File: src/rtl/mux_select_unit.sv
// Shared 2:1 and 4:1 data selectors with combinational outputs and en-gated registered copies.
// Optional MUX_PARITY_EN adds out4_par, the registered even parity of out4_q.
module mux_select_unit #(
  parameter int DWIDTH = 32
) (
  input  logic              clk,
  input  logic              rst_n,
  input  logic [DWIDTH-1:0] in0,
  input  logic [DWIDTH-1:0] in1,
  input  logic [DWIDTH-1:0] in2,
  input  logic [DWIDTH-1:0] in3,
  input  logic              sel2,
  input  logic [1:0]        sel4,
  input  logic              en,
  output logic [DWIDTH-1:0] out2,
  output logic [DWIDTH-1:0] out4,
  output logic [DWIDTH-1:0] out2_q,
  output logic [DWIDTH-1:0] out4_q
`ifdef MUX_PARITY_EN
  ,
  output logic              out4_par
`endif
);

  // Unknown selects fall to the default branch so X/Z selects drive in0.
  always_comb begin
    out2 = in0;
    case (sel2)
      1'b1:    out2 = in1;
      default: out2 = in0;
    endcase
  end

  always_comb begin
    out4 = in0;
    case (sel4)
      2'b01:   out4 = in1;
      2'b10:   out4 = in2;
      2'b11:   out4 = in3;
      default: out4 = in0;
    endcase
  end

  always_ff @(posedge clk or negedge rst_n) begin
    if (!rst_n) begin
      out2_q <= '0;
      out4_q <= '0;
    end else if (en) begin
      out2_q <= out2;
      out4_q <= out4;
    end
  end

`ifdef MUX_PARITY_EN
  // Parity is taken from the value being loaded so it stays aligned with out4_q.
  always_ff @(posedge clk or negedge rst_n) begin
    if (!rst_n) begin
      out4_par <= 1'b0;
    end else if (en) begin
      out4_par <= ^out4;
    end
  end
`endif

endmodule

File: config.mk
export PLATFORM = sky130hd
export DESIGN_NAME = mux_select_unit
export DESIGN_NICKNAME = d
export VERILOG_FILES = /design/src/rtl/mux_select_unit.sv
export SDC_FILE = /design/constraint.sdc
export NUM_CORES = 1
export LEC_CHECK = 0
export ABC_AREA = 1
export BUFFER_PORTS_ARGS = -buffer_cell sky130_fd_sc_hd__buf_4
export CAP_MARGIN = 0
export CORE_MARGIN = 4
export CORE_UTILIZATION = 39
export CTS_BUF_LIST = sky130_fd_sc_hd__clkbuf_16
export DETAILED_ROUTE_END_ITERATION = 12
export PLACE_DENSITY = 0.84
export SETUP_SLACK_MARGIN = 0.4
export SYNTH_ARGS = -nofsm -noshare
export SYNTH_HDL_FRONTEND = slang
export SYNTH_SLANG_ARGS = --single-unit
File: constraint.sdc
create_clock -name clk -period 1 [get_ports clk]
set_input_delay 0.15 -clock clk [delete_from_list [all_inputs] [get_ports clk]]
set_output_delay 0.15 -clock clk [all_outputs]
set_load 0.005 [all_outputs]
After elaboration in Yosys (flattened, before gate mapping)

Cells that the tools add are included.

Output and inout port bits: 128
Word-level logic and storage cells: 7
Input bits: 134
Register bits: 64

Muxes and demuxes: 2
Equality and inequality tests: 3

Operator list:

| operator                                      | count |
|---|---|
| one-hot mux 32 bit (3 select lines)           | 1 |
| 2-to-1 mux 32 bit                             | 1 |
| == test 2 bit, second input constant          | 2 |
| == test 2 x 1 -> 1 bit, second input constant | 1 |

Longest topological paths before layout

Gate-level depths: netlist of the first run.

Depth after elaboration: 2
Mapped depth: 9
Gate-level depth less buffers: 6

Worst setup path after synthesis of the first run

OpenSTA, ideal clock, no wires.

Path kind: input to output
Start point: input port sel4[0]
End point: output port out4[17]
Data arrival time: 0.876 ns
Cell stages on the path: 8
Slack: -0.026 ns
Required time: 0.850 ns
Buffers on the path: 3
Cells stage by stage: buf_6 > nand2_2 > inv_2 > buf_6 > buf_6 > nand2_2 > nand3_2 > and2_1

Word-level cells in the longest chain between the ends: 2
Elaborated cells on any way between the ends: 4
Classes of those cells: eq/ne: 3; mux: 1

RTL lines:

| what                                                    | RTL line | text |
|---|---|---|
| start, declared                                         | 13       | `input logic [1:0] sel4,` |
| == test 2 bit or == test 2 x 1 -> 1 bit (tied branches) | 36       | `case (sel4)` |
| one-hot mux 32 bit (3 select lines) (*)                 | 36       |  |
| end, declared                                           | 16       | `output logic [DWIDTH-1:0] out4,` |

Mark *: on every way between the ends. The rest lies on a longest branch, timed or not.

Final worst setup path of the first run

Start point: input port sel4[1]
End point: output port out4[16]

Same word-level chain as after synthesis.

==> results of run 1 <==
==> worst reg2reg max path, stage by stage (launching register included) <==
cell and delay [ns]:
dfrtp_1 0.40, buf_4 0.15, buf_4 0.12, nand2_1 0.06
nand2_1 0.05
==> routing by layer <==
metal,up-vias,routed length [um],track usage
met5,-,0,0
met3,173,2760,0.0874
met2,521,12600,0.588
met4,0,1910,0.215
met1,2970,8290,0.355
li1,2592,-,-
==> cell families (layout without fill, tap and decap cells) <==
family / after synthesis / count (layout) / share of synthesized area
compound gates: 64 / 64 / 0.0985
flops: 64 / 64 / 0.394
simple gates: 386 / 386 / 0.424
buf+inv: 75 / 439 / 0.0831
==> area by class of cell <==
class	count	area, sq um
Sequential cell	64	1600
Clock buffer	9	225
Fill cell	370	818
Multi-Input combinational cell	450	3160
Timing Repair Buffer	387	4050
Clock inverter	7	55.1
Tap cell	136	170
Inverter	36	150
==> worst paths after layout <==
check | end | slack, ns
max in group asynchronous | out4_q[6] | 0.86
worst max register to register | out4_q[1] | 0.11
min in group clk | out2_q[23] | 0.18
worst min register to register | out2_q[6] | 0.49
worst max-delay path | out4[16] | -0.36
worst min-delay path | out4_q[13] | -0.18
==> placed cells by master, fill, tap and decap left out, types with 23 or more instances in the layout <==
master,count
nand2_1,164
nand2_4,42
nand2_2,53
inv_1,34
and2_4,23
buf_6,165
buf_4,190
nand3_1,64
o21bai_1,24
o21ai_4,32
nand3_2,29
dfrtp_1,64
==> power by group <==
group | leakage (nW) | internal (W) | switching, W
combinational | 4.01 | 0.00262 | 0.00201
clock | 0.147 | 0.00189 | 0.00113
sequential | 0.789 | 0.00288 | 0.000274
==> sequential cells by signal, indices dropped and copies added, names as in the netlist <==
register,cells
out2_q,32
out4_q,32
==> timing repair <==
| action | 4_1_cts | 5_1_grt |
|---|---|---|
| pin swaps | 29 | 69 |
| buffers inserted | 30 | 26 |
| cloned | 12 | 2 |
| endpoints found under the setup margin | 189 | 192 |
| endpoints found under the hold margin | 64 | 64 |
| gates resized for setup | 161 | 164 |
==> metrics by stage <==
stage / util / TNS (ns) / std cells
2_1_floorplan: - / -0.337 / 589
3_3_place_gp: 0.691 / -9.54 / 1003
3_5_place_dp: 0.691 / -12.19 / 1003
4_1_cts: 0.835 / -6.43 / 1061
5_1_grt: 0.920 / -9.67 / 1089
6_report: 0.920 / -8.01 / 1089
==> out/results.txt, run 1 <==
Setup ws final: -0.359 ns
Worst endpoint data arrival time: 1.21 ns
Max Freq: 0.736 GHz
Clk sinks: 64
Synth Net Count: 723
Slowest stage delay, CP: 0.20 ns
Gr usage total: 0.335
Vias in the first global route: 6193
DP HPWL: 13000 um
Clk_lat worst skew: 0.32 ns
Initial antenna violation count: 0
Leak: 4.95 nW
Final WL: 25500 um
Max VDD drop: 0.953 mV
CTS buffer count: 9
Number of antenna diodes: 0
Pwr Density: 1150 mW/mm^2
Status: complete, but fails checks
Remaining DRCs: 0
Commonest cells in the netlist: nand2_1, nand3_1, dfrtp_1
Nets: 1082
Clk_skew: 0 ns
Wire length per cell: 23.4 um
Num ports: 262
Grt ovf: 0
Final min period: 1.36 ns
CTS H-Tree Depth: 3
Vias/cell: 5.74
Final Hold Vio Count: 64
Clock root cell: clkbuf_16
Final-report max-slew violation count: 0
Worst path slowest cell: and2_4
Synth warn: 0
Async S/R FF share, synth: 1.00
CP max FO: 8
Critical Path Stages: 8
Hold crit path type: primary input to asynchronous set/reset pin
Largest net degree at the start of global routing: 65
CTS tree: yes
Die area: 0.0121 sq mm
Post-DP Area: 0.00707 sq mm
Unrepaired setup endpoints after global routing: yes
Violated checks: negative hold slack, negative setup slack
Most used cell along the critical path: buf_12
Worst Setup End Kind: output port
Startpoint types: primary input
Number of port buffers: 261
Yosys top cell area share: 0.394
Routability congestion estimate: 0.889
DRT antenna net count: 0
Drt initial violations: 662
Worst-Margin Slew: 0.396 ns
CTS max path bufs: 2
Rel. slew slack: 0.736
R2R depth: 4
Worst reg2reg startpoint: out4_q[1]
Final setup vio count: 54
Via Count: 6256
Synth Flop Type: dfrtp_1
CP top delay family: simple AND/OR/NAND/NOR gates
Die width: 110 um
MaxCap Viol Count: 0
Critical Path RT: 0.85 ns
Total power: 0.0108 W
Period utilization: 1.36
Dominant cell type by area after synthesis: dfrtp_1
Reg clk slew, reported paths: 0.05 ns
Initial core utilization: 0.397
Die Ht: 110 um
Core area: 0.0102 sq mm
Pre-antenna DRT Iters: 6
Dpl ws: -0.261 ns
Avg Cell Area, Syn: 6.90 sq um
EDFF count, synth: 0
Area Overhead vs Synth: 132%
Synth top area cells: dfrtp_1, nand2_1, nand3_1
Count leader, synth: nand2_1
Synthesized instance count: 589
Worst hold slack: -0.182 ns
Worst path buffer plus inverter count: 4
CP Class: primary input to output port
First-pass GRT wire length: 30900 um
Post-synthesis sequential area ratio: 0.394
Post-synth cell types: 15
Ratio of cells with drive above 1 in the final layout: 0.621
# rows: 37
Yosys reg bits: 64
Finished Cell Area: 0.00941 sq mm
Setup crit start: sel4[1]
Area of the mapped netlist: 0.00407 sq mm
Cells along the critical path: buf_12, nand2_4, inv_8, buf_12, nand2_1, nand3_1, and2_4, buf_6
Power figures use the tool's default switching activity.
==> run 2, diff against run 1 <==
==> config.mk (replaced) <==
export PLATFORM = sky130hd
export DESIGN_NAME = mux_select_unit
export DESIGN_NICKNAME = d
export VERILOG_FILES = /design/src/rtl/mux_select_unit.sv
export SDC_FILE = /design/constraint.sdc
export NUM_CORES = 1
export LEC_CHECK = 0
export BUFFER_PORTS_ARGS = -buffer_cell sky130_fd_sc_hd__buf_4
export CAP_MARGIN = 0
export CORE_MARGIN = 4
export CORE_UTILIZATION = 40
export CTS_BUF_LIST = sky130_fd_sc_hd__clkbuf_8
export DETAILED_ROUTE_END_ITERATION = 12
export PLACE_DENSITY = 0.85
export SETUP_SLACK_MARGIN = 0.4
export SKIP_LAST_GASP = 1
export SYNTH_ARGS = -nofsm -noshare
export SYNTH_HDL_FRONTEND = slang
export SYNTH_SLANG_ARGS = --single-unit
==> run 2 against run 1 <==
Against the previous run: the flow still finishes with violations (negative hold slack, negative setup slack); routed wire length is 15% lower; clock power is 21% lower; first-iteration DRC count is 69% lower; worst setup slack better by 0.11 ns; via count is 26% lower; clock-buffer cell count is 1 higher; sequential share of layout area is 0.71 points higher; sequential cell count stayed put; fmax is 9.0% higher; synthesized cell count is 46% lower; register-to-register slack worse by 0.13 ns; non-clock buffer count is 9 higher; critical endpoint unchanged.
==> out/results.txt, run 2 <==
Dpl ws: -0.310 ns
Synthesized instance count: 318
Die area: 0.0122 sq mm
Yosys top cell area share: 0.381
Top Registers: out2_q: 32 flops, out4_q: 32 flops
Hold crit path type: primary input to asynchronous set/reset pin
Synth top area cells: dfrtp_1, mux2i_1, mux2_4
Vias/cell: 5.55
Final Hold Vio Count: 64
Yosys reg bits: 64
Met2 Routed Length: 11900 um
Async S/R FF share, synth: 1.00
CP Class: primary input to output port
Critical Path RT: 0.85 ns
Synth warn: 0
Violated checks: negative hold slack, negative setup slack
Clk_skew: 0 ns
Final setup vio count: 118
Max VDD drop: 0.821 mV
Post-synthesis sequential area ratio: 0.381
Leak: 4.34 nW
CTS H-Tree Depth: 3
Routability congestion estimate: 0.919
Via Count: 4652
CTS max path bufs: 2
Clock root cell: clkbuf_8
Period utilization: 1.25
Clk sinks: 64
Startpoint types: primary input
Worst path slowest cell: mux2i_2
Worst hold slack: -0.189 ns
WL met3: 1260 um
Top Layer Used: met4
Die width: 111 um
DRT antenna net count: 0
Ratio of cells with drive above 1 in the final layout: 0.815
Pwr Density: 1160 mW/mm^2
Worst-Margin Slew: 0.377 ns
Status: complete, but fails checks
CTS tree: yes
Dominant cell type by area after synthesis: dfrtp_1
CTS buffer count: 9
Commonest cells in the netlist: mux2i_1, dfrtp_1, mux2_4
Clk_lat worst skew: 0.33 ns
Unrepaired setup endpoints after global routing: yes
CP max FO: 6
Area of the mapped netlist: 0.00421 sq mm
Number of port buffers: 261
Rel. slew slack: 0.749
Final min period: 1.25 ns
Wire length per cell: 25.9 um
Most used cell along the critical path: buf_16
Psw: 0.00325 W
Number of antenna diodes: 0
# rows: 37
Switching share of power: 0.310
Avg Cell Area, Syn: 13.2 sq um
Wl on met1: 7670 um
Nets: 831
Placed Cells incl. Taps: 741
Count leader, synth: mux2i_1
Sum Neg Setup Slack: -6.46 ns
Remaining DRCs: 0
Seq pwr share: 0.308
Final-report max-slew violation count: 0
Final WL: 21700 um
P_int: 0.00722 W
Cells along the critical path: buf_16, buf_16, mux2i_2, mux2i_1, buf_4
Pre-antenna DRT Iters: 4
Area Overhead vs Synth: 115%
Reg clk slew, reported paths: 0.08 ns
Initial core utilization: 0.409
MaxCap Viol Count: 0
Synth Flop Type: dfrtp_1
Worst endpoint data arrival time: 1.10 ns
Gate power share: 0.464
Slowest stage delay, CP: 0.32 ns
Grt ovf: 0
Final Non-Filler Cells: 838
Core area: 0.0103 sq mm
Gr usage total: 0.291
Vias in the first global route: 5013
DP HPWL: 11500 um
Largest net degree at the start of global routing: 65
Total power: 0.0105 W
Initial antenna violation count: 0
Post-synth cell types: 13
Clock share of power: 0.228
Die Ht: 111 um
Synth Net Count: 452
Setup ws final: -0.246 ns
Num ports: 262
Most frequent cells in the layout: buf_4, buf_6, dfrtp_1
Drt initial violations: 204
First-pass GRT wire length: 28500 um
Commonest non-fill, non-tap cell in the layout: buf_4
EDFF count, synth: 0
Max Freq: 0.802 GHz
Worst Setup End Kind: output port
## run 2: area by class of cell
type,instances,area (sq um)
clock buffer,10,138
fill,412,1240
multi-input combinational,226,3180
clock inverter,6,67.6
sequential,64,1600
tap,136,170
timing repair buffer,396,3880
## run 2: repair_timing
action | CTS | global route
gates resized for setup | 197 | 99
cloned | 8 | 0
endpoints found under the setup margin | 192 | 192
endpoints found under the hold margin | 64 | 64
setup buffers | 46 | 27
## run 2: final timing paths
check                           from          to  slack, ns  cells after the start
hold / removal                 rst_n  out2_q[19]      -0.19                      2
min in group clk             in2[18]  out4_q[18]       0.15                      3
setup / recovery             sel4[0]    out4[16]      -0.25                      5
max in group asynchronous      rst_n  out4_q[30]       0.87                      2
hold reg to reg            out4_q[1]   out4_q[1]       0.54                      2
setup reg to reg           out4_q[2]   out4_q[2]      -0.02                      4
## run 2: power groups by stage
| stage | combinational [W] | sequential, W | clock [W] |
|---|---|---|---|
| after floorplan | 0.00123 | 0.00316 | 0 |
| after global routing | 0.00504 | 0.00325 | 0.00254 |
| after detailed placement | 0.00306 | 0.00316 | 0 |
| final | 0.00486 | 0.00323 | 0.00238 |
| after CTS | 0.00409 | 0.00316 | 0.00237 |
| after global placement | 0.00298 | 0.00314 | 0 |
## run 2: layer usage
metal / track usage / up-vias
met5: 0 / -
met4: 0.0895 / 0
met3: 0.0674 / 68
met2: 0.552 / 274
met1: 0.319 / 2340
li1: - / 1970
## run 2: cells by family after synthesis
family                 count (synthesis)  share of synthesized area
and+or+nand+nor                       34                     0.0500
buffers and inverters                 28                     0.0497
AOI/OAI and AO/OA                     32                     0.0666
DFF                                   64                      0.381
muxes                                160                      0.453
## run 2: per-stage QoR
step	utilization	cell area [sq um]
after CTS	0.810	8330
final	0.879	9030
after global routing	0.879	9030
after floorplan	-	4310
after detailed placement	0.651	6690
after global placement	0.651	6690
## run 2: worst max-delay path: cells and delay by family
kind	cells	cell delay, ns
muxes	2	0.50
buffers and inverters	3	0.44
==> run 3, diff against run 2 <==
--- a/config.mk
+++ b/config.mk
@@ -7,8 +7,10 @@
 export LEC_CHECK = 0
 export BUFFER_PORTS_ARGS = -buffer_cell sky130_fd_sc_hd__buf_4
 export CAP_MARGIN = 0
+export CELL_PAD_IN_SITES_DETAIL_PLACEMENT = 0
+export CELL_PAD_IN_SITES_GLOBAL_PLACEMENT = 1
 export CORE_MARGIN = 4
-export CORE_UTILIZATION = 40
+export CORE_UTILIZATION = 30
 export CTS_BUF_LIST = sky130_fd_sc_hd__clkbuf_8
 export DETAILED_ROUTE_END_ITERATION = 12
 export PLACE_DENSITY = 0.85
==> run 3 against run 2 <==
Against the previous run: combinational power down 6.6%; clock skew did not move; sequential power is 1% lower; critical path depth grew 1; via count shrank 7.1%; the flow still finishes with violations (negative hold slack, negative setup slack); first-iteration DRC count shrank 19%; worst setup slack worse by 0.0056 ns; power fell by 2.8%; utilization decreased by 23 points; sequential cell count unchanged.
==> out/results.txt, run 3 (synthesis results as in run 2) <==
Status: complete, but fails checks
Violated checks: negative hold slack, negative setup slack
P_int: 0.00730 W
Most frequent cells in the layout: buf_4, buf_6, dfrtp_1
Unrepaired setup endpoints after global routing: yes
Leak: 4.35 nW
DP HPWL: 11600 um
Seq pwr share: 0.313
Vias in the first global route: 4779
Clk_lat worst skew: 0.35 ns
Die area: 0.0160 sq mm
Worst r2r dst: out4_q[9]
Number of port buffers: 261
Final WL: 18300 um
CP Class: primary input to output port
Total power: 0.0102 W
Vias/cell: 4.89
Final min period: 1.25 ns
Clk sinks: 64
CTS tree: yes
Clk_skew: 0 ns
Core area: 0.0138 sq mm
Rel. slew slack: 0.758
DRT antenna net count: 0
R2R setup slack: 0.04 ns
Largest net degree at the start of global routing: 65
Initial antenna violation count: 0
Worst reg2reg startpoint: out4_q[9]
CTS max path bufs: 2
Worst Setup End Kind: output port
Routability congestion estimate: 0.902
Gr usage total: 0.207
Max Freq: 0.799 GHz
Gate power share: 0.446
Area Overhead vs Synth: 113%
Via Count: 4323
MaxCap Viol Count: 0
Hold crit path type: primary input to asynchronous set/reset pin
Period utilization: 1.25
CP max FO: 7
Die width: 126 um
Number of antenna diodes: 0
CTS buffer count: 9
Fill count: 975
Clock root cell: clkbuf_8
Final setup vio count: 128
Clock share of power: 0.240
Ratio of cells with drive above 1 in the final layout: 0.787
Critical Path RT: 0.85 ns
Post-DP Area: 0.00685 sq mm
Initial core utilization: 0.304
Num ports: 262
Register area: 0.00160 sq mm
Final Hold Vio Count: 64
Finished Cell Area: 0.00898 sq mm
Pwr Density: 1130 mW/mm^2
First-pass GRT wire length: 26000 um
Worst endpoint data arrival time: 1.10 ns
Startpoint types: primary input
Nets: 833
Drt initial violations: 165
Psw: 0.00288 W
Max VDD drop: 0.585 mV
Placed Cells incl. Taps: 795
Worst hold slack: -0.205 ns
Switching share of power: 0.283
R2R depth: 4
Commonest non-fill, non-tap cell in the layout: buf_4
Die Ht: 126 um
Final-report max-slew violation count: 0
Wire length per cell: 20.7 um
Area of the multi-input gates: 0.00303 sq mm
Reg clk slew, reported paths: 0.07 ns
Final Non-Filler Cells: 884
Setup ws final: -0.252 ns
Top Registers: out2_q: 32 flops, out4_q: 32 flops
Worst-Margin Slew: 0.364 ns
Grt ovf: 0
CTS H-Tree Depth: 3
Remaining DRCs: 0
Pre-antenna DRT Iters: 4
# rows: 43
[run 3: changes by cell type in the layout (fill, tap and decap cells not counted), moves of 3 or more]
| cell | delta |
|---|---|
| o221ai_2 | -7 |
| o221ai_1 | +7 |
| mux2i_4 | -5 |
| nand2b_1 | +6 |
| nand2b_4 | -6 |
| mux2i_1 | +7 |
| clkbuf_8 | +3 |
[run 3: stage by stage]
step                      setup WS [ns]  setup TNS [ns]   util
final                            -0.252           -9.97  0.650
after global routing             -0.292          -13.93  0.650
after CTS                        -0.213          -10.26  0.605
after detailed placement         -0.325          -21.74  0.495
after global placement           -0.264          -19.33  0.495
after floorplan                 -0.0788           -2.36      -
[run 3: how the worst max path moves through the flow]
stage / cells past startpoint / start / to / slack [ns]
after floorplan: 4 / sel2 / out2_q[26] / -0.08
after global placement: 6 / sel4[0] / out4[4] / -0.26
after detailed placement: 6 / sel4[0] / out4[3] / -0.32
after CTS: 6 / sel4[0] / out4[31] / -0.21
after global routing: 6 / sel4[0] / out4[4] / -0.29
final: 6 / sel4[0] / out4[4] / -0.25
[run 3: per-layer routing]
| metal | wire (um) | share of wire | vias to the layer above | global-route usage |
|---|---|---|---|---|
| met3 | 1070 | 0.058 | 29 | 0.0408 |
| met5 | 0 | 0 | - | 0 |
| met4 | 474 | 0.026 | 0 | 0.0871 |
| met1 | 7090 | 0.39 | 2141 | 0.245 |
| li1 | - | - | 1967 | - |
| met2 | 9640 | 0.53 | 186 | 0.365 |
[run 3: power groups by stage]
| stage | registers (W) | clock network [W] | logic (W) |
|---|---|---|---|
| after floorplan | 0.00316 | 0 | 0.00123 |
| after global placement | 0.00314 | 0 | 0.00309 |
| after detailed placement | 0.00315 | 0 | 0.00312 |
| after CTS | 0.00316 | 0.00252 | 0.00405 |
| after global routing | 0.00322 | 0.00263 | 0.00479 |
| final | 0.00319 | 0.00245 | 0.00454 |
[run 3: cell type report]
| type | count | area share |
|---|---|---|
| repair buffers | 398 | 0.436 |
| clock buffers | 13 | 0.0199 |
| clock inverters | 3 | 0.00432 |
| multi-input cells | 226 | 0.337 |
| well taps | 180 | 0.0251 |
| flip-flops and latches | 64 | 0.178 |
[run 3: what timing repair did]
item                                   in CTS  in global routing
setup buffers                              48                 19
pin swaps                                   1                  1
endpoints found under the hold margin      64                 64
gates cloned                                5                  1
setup endpoints to repair                 192                192
gates resized for setup                   189                 83
[run 3: critical path, stage by stage]
cell and delay (ns):
buf_16 0.14, buf_12 0.15, buf_8 0.15, mux2i_4 0.25
mux2i_1 0.10, buf_4 0.16
